===== config.mk =====
export PLATFORM = sky130hd
export DESIGN_NAME = matrix_mac_sequencer
export DESIGN_NICKNAME = d
export VERILOG_FILES = /design/src/rtl/matrix_mac_sequencer.sv
export SDC_FILE = /design/constraint.sdc
export NUM_CORES = 2
export LEC_CHECK = 0
export ABC_AREA = 1
export CORE_ASPECT_RATIO = 1.2
export CORE_MARGIN = 2
export CORE_UTILIZATION = 50
export DETAILED_ROUTE_END_ITERATION = 8
export GPL_ROUTABILITY_DRIVEN = 1
export HOLD_SLACK_MARGIN = 0.05
export PLACE_DENSITY = 0.72
export SLEW_MARGIN = 20
export SYNTH_ARGS = -nofsm -noshare
export SYNTH_HDL_FRONTEND = slang
export SYNTH_SLANG_ARGS = --single-unit

===== constraint.sdc =====
create_clock -name clk -period 6.2 [get_ports clk]
set_input_delay 0.62 -clock clk [delete_from_list [all_inputs] [get_ports clk]]
set_output_delay 0.62 -clock clk [all_outputs]
set_load 0.005 [all_outputs]

===== src/rtl/matrix_mac_sequencer.sv =====
// matrix_mac_sequencer: computes C = A x B for NxN row-major matrices held
// in a single-port word memory, one access per cycle (read A, read B, ..., write C).
//
// Ports:
//   clk, rst_n             clock, async active-low reset
//   start                  request a run (sampled only in IDLE)
//   a_base/b_base/c_base   word base addresses of A, B, C (latched at start)
//   busy, done             run in progress / one-cycle end-of-run pulse
//   mem_address            word address to data memory
//   mem_write_data         store data
//   mem_write_enable       write commits at the next rising edge
//   mem_read_enable        read request
//   mem_read_data          combinational read data, same cycle as the request
module matrix_mac_sequencer #(
    parameter int N      = 3,
    parameter int DATA_W = 32
) (
    input  logic              clk,
    input  logic              rst_n,
    input  logic              start,
    input  logic [DATA_W-1:0] a_base,
    input  logic [DATA_W-1:0] b_base,
    input  logic [DATA_W-1:0] c_base,
    output logic              busy,
    output logic              done,
    output logic [DATA_W-1:0] mem_address,
    output logic [DATA_W-1:0] mem_write_data,
    output logic              mem_write_enable,
    output logic              mem_read_enable,
    input  logic [DATA_W-1:0] mem_read_data
);

    localparam int CW = 4;
    localparam logic [CW-1:0] LAST = CW'(N - 1);
    localparam logic [DATA_W-1:0] NW = DATA_W'(N);

    typedef enum logic [2:0] {
        IDLE = 3'd0,
        RD_A = 3'd1,
        RD_B = 3'd2,
        WR_C = 3'd3,
        DONE = 3'd4
    } state_t;

    state_t state, state_n;

    logic [CW-1:0]     i, j, k;
    logic [DATA_W-1:0] acc, a_reg;
    logic [DATA_W-1:0] ab, bb, cb;

    logic [DATA_W-1:0] i_w, j_w, k_w;
    logic [DATA_W-1:0] row_off;
    logic [DATA_W-1:0] prod;
    logic              last_i, last_j, last_k;

    assign i_w     = DATA_W'(i);
    assign j_w     = DATA_W'(j);
    assign k_w     = DATA_W'(k);
    assign row_off = i_w * NW;
    // Truncated to DATA_W bits: arithmetic is modulo 2^DATA_W.
    assign prod    = a_reg * mem_read_data;
    assign last_i  = (i == LAST);
    assign last_j  = (j == LAST);
    assign last_k  = (k == LAST);

    always_ff @(posedge clk or negedge rst_n) begin
        if (!rst_n) begin
            state <= IDLE;
        end else begin
            state <= state_n;
        end
    end

    // Outputs depend only on registered state, counters and latched bases.
    always_comb begin
        state_n          = state;
        busy             = 1'b0;
        done             = 1'b0;
        mem_address      = '0;
        mem_write_data   = '0;
        mem_write_enable = 1'b0;
        mem_read_enable  = 1'b0;
        unique case (state)
            IDLE: begin
                if (start) state_n = RD_A;
            end
            RD_A: begin
                busy            = 1'b1;
                mem_read_enable = 1'b1;
                mem_address     = ab + row_off + k_w;
                state_n         = RD_B;
            end
            RD_B: begin
                busy            = 1'b1;
                mem_read_enable = 1'b1;
                mem_address     = bb + k_w * NW + j_w;
                state_n         = last_k ? WR_C : RD_A;
            end
            WR_C: begin
                busy             = 1'b1;
                mem_write_enable = 1'b1;
                mem_address      = cb + row_off + j_w;
                mem_write_data   = acc;
                state_n          = (last_i && last_j) ? DONE : RD_A;
            end
            DONE: begin
                done    = 1'b1;
                state_n = IDLE;
            end
            default: state_n = IDLE;
        endcase
    end

    always_ff @(posedge clk or negedge rst_n) begin
        if (!rst_n) begin
            i     <= '0;
            j     <= '0;
            k     <= '0;
            acc   <= '0;
            a_reg <= '0;
            ab    <= '0;
            bb    <= '0;
            cb    <= '0;
        end else begin
            unique case (state)
                IDLE: begin
                    if (start) begin
                        ab  <= a_base;
                        bb  <= b_base;
                        cb  <= c_base;
                        i   <= '0;
                        j   <= '0;
                        k   <= '0;
                        acc <= '0;
                    end
                end
                RD_A: a_reg <= mem_read_data;
                RD_B: begin
                    acc <= acc + prod;
                    if (!last_k) k <= k + 1'b1;
                end
                WR_C: begin
                    k   <= '0;
                    acc <= '0;
                    if (last_j) begin
                        j <= '0;
                        i <= i + 1'b1;
                    end else begin
                        j <= j + 1'b1;
                    end
                end
                default: ;
            endcase
        end
    end

endmodule


After elaboration in Yosys (flattened, before gate mapping)
Index checks and enable logic that the tools add are counted.
{"block": "classes", "eq_ne": 10, "n_reduce_logical": 11, "mul": 3, "n_addsub": 10, "mux": 19}
{"operator": "32-bit case mux with 3 select lines", "count": 2}
{"operator": "32-bit by 4-bit adder with 32-bit output", "count": 3}
{"operator": "32-bit by 6-bit adder with 32-bit output", "count": 3}
{"operator": "32-bit two-way mux", "count": 2}
{"operator": "32-bit adder", "count": 1}
{"operator": "32-bit by 32-bit multiplier with 32-bit output", "count": 1}
{"operator": "4-bit two-way mux", "count": 4}
{"operator": "4-bit case mux with 2 select lines", "count": 2}
{"operator": "4-bit by 1-bit adder with 4-bit output, second input constant", "count": 3}
{"operator": "4-bit by 2-bit == test with 1-bit output, second input constant", "count": 3}
{"operator": "4-bit by 2-bit multiplier with 6-bit output, second input constant", "count": 2}
{"operator": "3-bit case mux with 4 select lines", "count": 1}
{"operator": "4-bit case mux with 3 select lines", "count": 1}
{"operator": "3-bit by 2-bit == test with 1-bit output, second input constant", "count": 2}
{"operator": "3-bit two-way mux", "count": 2}
{"operator": "2-bit != test, second input constant", "count": 3}
{"operator": "2-bit AND reduction", "count": 3}
{"operator": "3-bit AND reduction", "count": 2}
{"operator": "1-bit two-way mux", "count": 4}
{"operator": "3-bit by 1-bit == test with 1-bit output, second input constant", "count": 1}
{"operator": "3-bit == test, second input constant", "count": 1}
{"operator": "3-bit logical NOT", "count": 1}
{"operator": "3-bit nonzero test", "count": 1}
{"operator": "3-bit OR reduction", "count": 1}
{"operator": "4 further kinds", "count": 4}
{"block": "totals", "wordCells": 62, "out_inout_bits": 68, "inputBits": 131, "ff_bits": 175}

Depth between registers and ports, before layout
{"block": "logic_depth", "ltp_word": 4, "depth_mapped": 32, "ltp_nobuf": 30}

Least setup slack after synthesis
OpenSTA, ideal clock, no wires.
{"block": "synth_path", "path_kind": "in2reg", "startpoint": "in mem_read_data[4]", "endpoint": "reg acc[26]", "setup_time_ns": 0.126, "slack_ns": -0.606, "path_stages": 28, "path_buffers": 2, "arrival_time_ns": 6.680, "required_ns": 6.074, "cell_sequence": "clkbuf_1 -> buf_1 -> nand2_1 -> inv_1 -> fa_1 -> fa_1 -> fa_1 -> inv_1 -> fa_1 -> inv_1 -> fa_1 -> inv_1 -> fa_1 -> inv_1 -> fa_1 -> inv_1 -> fa_1 -> inv_1 -> ha_1 -> nand2_1 -> nor3_2 -> nand4_1 -> nand3_1 -> a21oi_1 -> o21ai_1 -> a21oi_1 -> o21ai_0 -> o21ai_1"}
{"block": "synth_between", "elab_chain_len": 3}
{"element": "start, declared", "line_no": "30", "text": "input logic [DATA_W-1:0] mem_read_data"}
{"element": "32-bit by 32-bit multiplier with 32-bit output", "line_no": "61", "text": "assign prod = a_reg * mem_read_data;"}
{"element": "32-bit adder", "line_no": "139", "text": "acc <= acc + prod;"}
{"element": "32-bit case mux with 3 select lines", "line_no": "125", "text": "unique case (state)"}
{"element": "end signal, assigned", "line_no": "139"}
{"element": "end, declared", "line_no": "48", "text": "logic [DATA_W-1:0] acc, a_reg;"}
Every way passes these cells.
A chain may end at the register's enable or synchronous reset.

Worst setup path after layout
{"block": "layout_path", "startpoint": "reg a_reg[10]", "endpoint": "reg acc[26]"}
{"block": "layout_between", "elab_chain_len": 3}
{"element": "start, declared", "line_no": "48"}
{"element": "start signal, assigned", "line_no": "137", "text": "RD_A: a_reg <= mem_read_data;"}
{"element": "32-bit by 32-bit multiplier with 32-bit output", "line_no": "61"}
{"element": "32-bit adder", "line_no": "139"}
{"element": "32-bit case mux with 3 select lines", "line_no": "125"}
Every way passes these cells.

==> impl_metrics.csv <==
group,metric,value,unit
timing,fin_crit,6.52,ns
drt,drc_errors,0,
floorplan,initial_utilization,0.507,
finish,final_cell_mix,"nand2_1, inv_1, fa_1",
logic_synthesis,yosys.area.top_type,"fa_1",
finish,final_util,0.627,
logic_synthesis,synth-main-ff-cell,"dfrtp_1",
worst_setup_path,crit_required,6.57,ns
placement,dp.cells,4900,
logic_synthesis,synthArstFlopShare,1.00,
worst_setup_path,path_common_cell,"fa_1",
finish,layoutNonFillerInstCount,5001,
timing,fin_crit_sh,1.05,
clock_network,cts.path.max_buffers,2,
finish,area_growth,23.5,%
logic_synthesis,syn_nets,4641,
global_route,grt_pass1_vias,26744,
drt,drtIter0Drc,1953,
logic_synthesis,synth_top_family_by_area,"adder cells",
timing,fmax,0.153,GHz
timing,hold_violations,0,
run_status,failed_checks,"setup timing",
timing,slew_headroom,0.335,
drt,totalWireLength,91500,um
logic_synthesis,avgSynthCellArea,7.33,sq um
finish,layout.nets,5011,
drt,vias_per_cell,5.21,
global_route,grt_max_degree,95,
logic_synthesis,synth_seq_cells,175,
worst_setup_path,worstPathMaxFanout,8,
drt,firstDrtPassIters,6,
worst_setup_path,cpMaxStageDelayCell,"fa_1",
finish,layout_commonest_cell,"nand2_1",
timing,worst_pin_slew,0.996,ns
logic_synthesis,synthAdderAreaFrac,0.391,
timing,setup_violations,15,
drt,wire_per_inst,18.3,um
worst_setup_path,critPathArrivalTime,6.89,ns
logic_synthesis,ys_types,56,
global_route,grt_usage,0.319,
logic_synthesis,yosys.area_share.simple,0.225,
clock_network,hold_buffers,0,
floorplan,die_h,266,um
clock_network,cts_sinks,175,
worst_setup_path,critPathLaunchType,"register",
placement,port_buffers,198,
clock_network,htreeDepth,4,
logic_synthesis,synth-xor-area-share,0.00890,
finish,n_antenna_cell,0,
job,cap_violations,0,
placement,hpwlAfterDp,71900,um
timing,rsz0062_at_grt,"yes",
floorplan,die-width,222,um
timing,fin_ws,-0.317,ns
global_route,grt_overflow_total,0,
logic_synthesis,synth_area,28500,sq um
timing,slew_viol_final,0,
logic_synthesis,syn_inst,3891,
floorplan,ios,199,
hold_path,hold_class,"in2async",
logic_synthesis,synth-compound-area-share,0.0617,
floorplan,core,56200,sq um
drt,vias,26039,
global_route,grt_pass1_wl,144000,um
clock_network,clk_latency,0.51,ns
floorplan,rows,95,
logic_synthesis,synth-edff-count,0,
logic_synthesis,synth_top_area_frac,0.320,
worst_setup_path,critPathKind,"reg2reg",
floorplan,die_area,59000,sq um
finish,drive_gt1_frac,0.141,
logic_synthesis,synth.area.mux_share,0,
logic_synthesis,yosys_warnings,0,
logic_synthesis,ys_seq_area_frac,0.153,
worst_setup_path,endpoint_kind,"register",
logic_synthesis,synth_top_cells_by_area,"fa_1, dfrtp_1, nand2_1",
drt,postRouteAntennaNets,0,
run_status,status,"finished with violations",
clock_network,cts_root_buffer,"clkbuf_16",
timing,finalClockSkew,0.0188,ns
worst_setup_path,cp_slowest_stage_delay,0.54,ns
clock_network,cts_tree,"done",
clock_network,clk_pin_slew,0.08,ns
clock_network,cts_buffers,17,
placement,gp_congestion,0.982,
global_route,antenna_found_initial,3,
[area by class of cell]
type | count | area [sq um]
clock buffer | 17 | 425
sequential | 175 | 4390
multi-input combinational | 2521 | 20400
timing repair buffer | 508 | 5000
fill | 4800 | 21000
tap | 727 | 910
inverter | 1038 | 3900
clock inverter | 15 | 213
[synthesized netlist by cell type, drive strengths merged, types with 9 or more instances]
library cell and n:
a21oi 95, buf 57, clkbuf 100, dfrtp 175, fa 456, ha 163
inv 1035, nand2 1171, nand3 134, nand3b 10, nand4 36, nor2 140
nor3 46, o21ai 163, o221ai 9, o22ai 12, or2 11, xnor2 12
xor2 17
[path summary, 6_finish.rpt]
path	endpoint	cells past startpoint	from	slack, ns
worst min register to register	a_reg[31]$_DFFE_PN0P_	2	a_reg[31]$_DFFE_PN0P_	0.49
worst max-delay path	acc[26]$_DFFE_PN0P_	30	a_reg[10]$_DFFE_PN0P_	-0.32
worst min-delay path	a_reg[5]$_DFFE_PN0P_	1	rst_n	0.05
min in group clk	a_reg[31]$_DFFE_PN0P_	2	a_reg[31]$_DFFE_PN0P_	0.49
max in group asynchronous	cb[9]$_DFFE_PN0P_	2	rst_n	4.79
worst max register to register	acc[26]$_DFFE_PN0P_	30	a_reg[10]$_DFFE_PN0P_	-0.32
[per-stage QoR]
step           area [sq um]  setup WS, ns  hold slack, ns  setup TNS, ns
6_report              35200        -0.317          0.0478          -2.96
5_1_grt               35200        -0.516          0.0775          -6.16
4_1_cts               34800        -0.248          0.0620          -1.52
3_5_place_dp          33200        -0.940           0.465         -16.86
3_3_place_gp          33200        -0.933           0.455         -15.83
2_1_floorplan         29000        -0.184           0.324         -0.665
[layer usage]
layer,track usage,share of wire,vias up
met4,0.181,0.064,6
met5,0,0.00032,-
li1,-,-,12120
met1,0.389,0.38,12529
met2,0.538,0.48,1113
met3,0.0526,0.075,271
[critical path, delay by kind of cell (launching register included)]
kind,cells,cell delay (ns)
buffers and inverters,10,0.72
flip-flops,1,0.50
AO/OA/AOI/OAI,5,0.47
AND/OR/NAND/NOR,6,0.73
adder cells (fa/ha/maj),9,3.95
[what timing repair did]
| action | in CTS | in global routing |
|---|---|---|
| endpoints found under the setup margin | 21 | 21 |
| pin swaps | 83 | 69 |
| cloned | 9 | 0 |
| endpoints found under the hold margin | 0 | 0 |
| resized for setup | 183 | 105 |
| buffers inserted | 46 | 14 |
[kinds of logic after synthesis]
kind of cell / count (synthesis)
DFF: 175
and+or+nand+nor: 1558
AOI/OAI and AO/OA: 315
buffers and inverters: 1195
adders and majority gates: 619
xor gates and xnor gates: 29
Power is not shown: default switching activity piles up to over one toggle a cycle in this logic, so the estimate is an artifact.
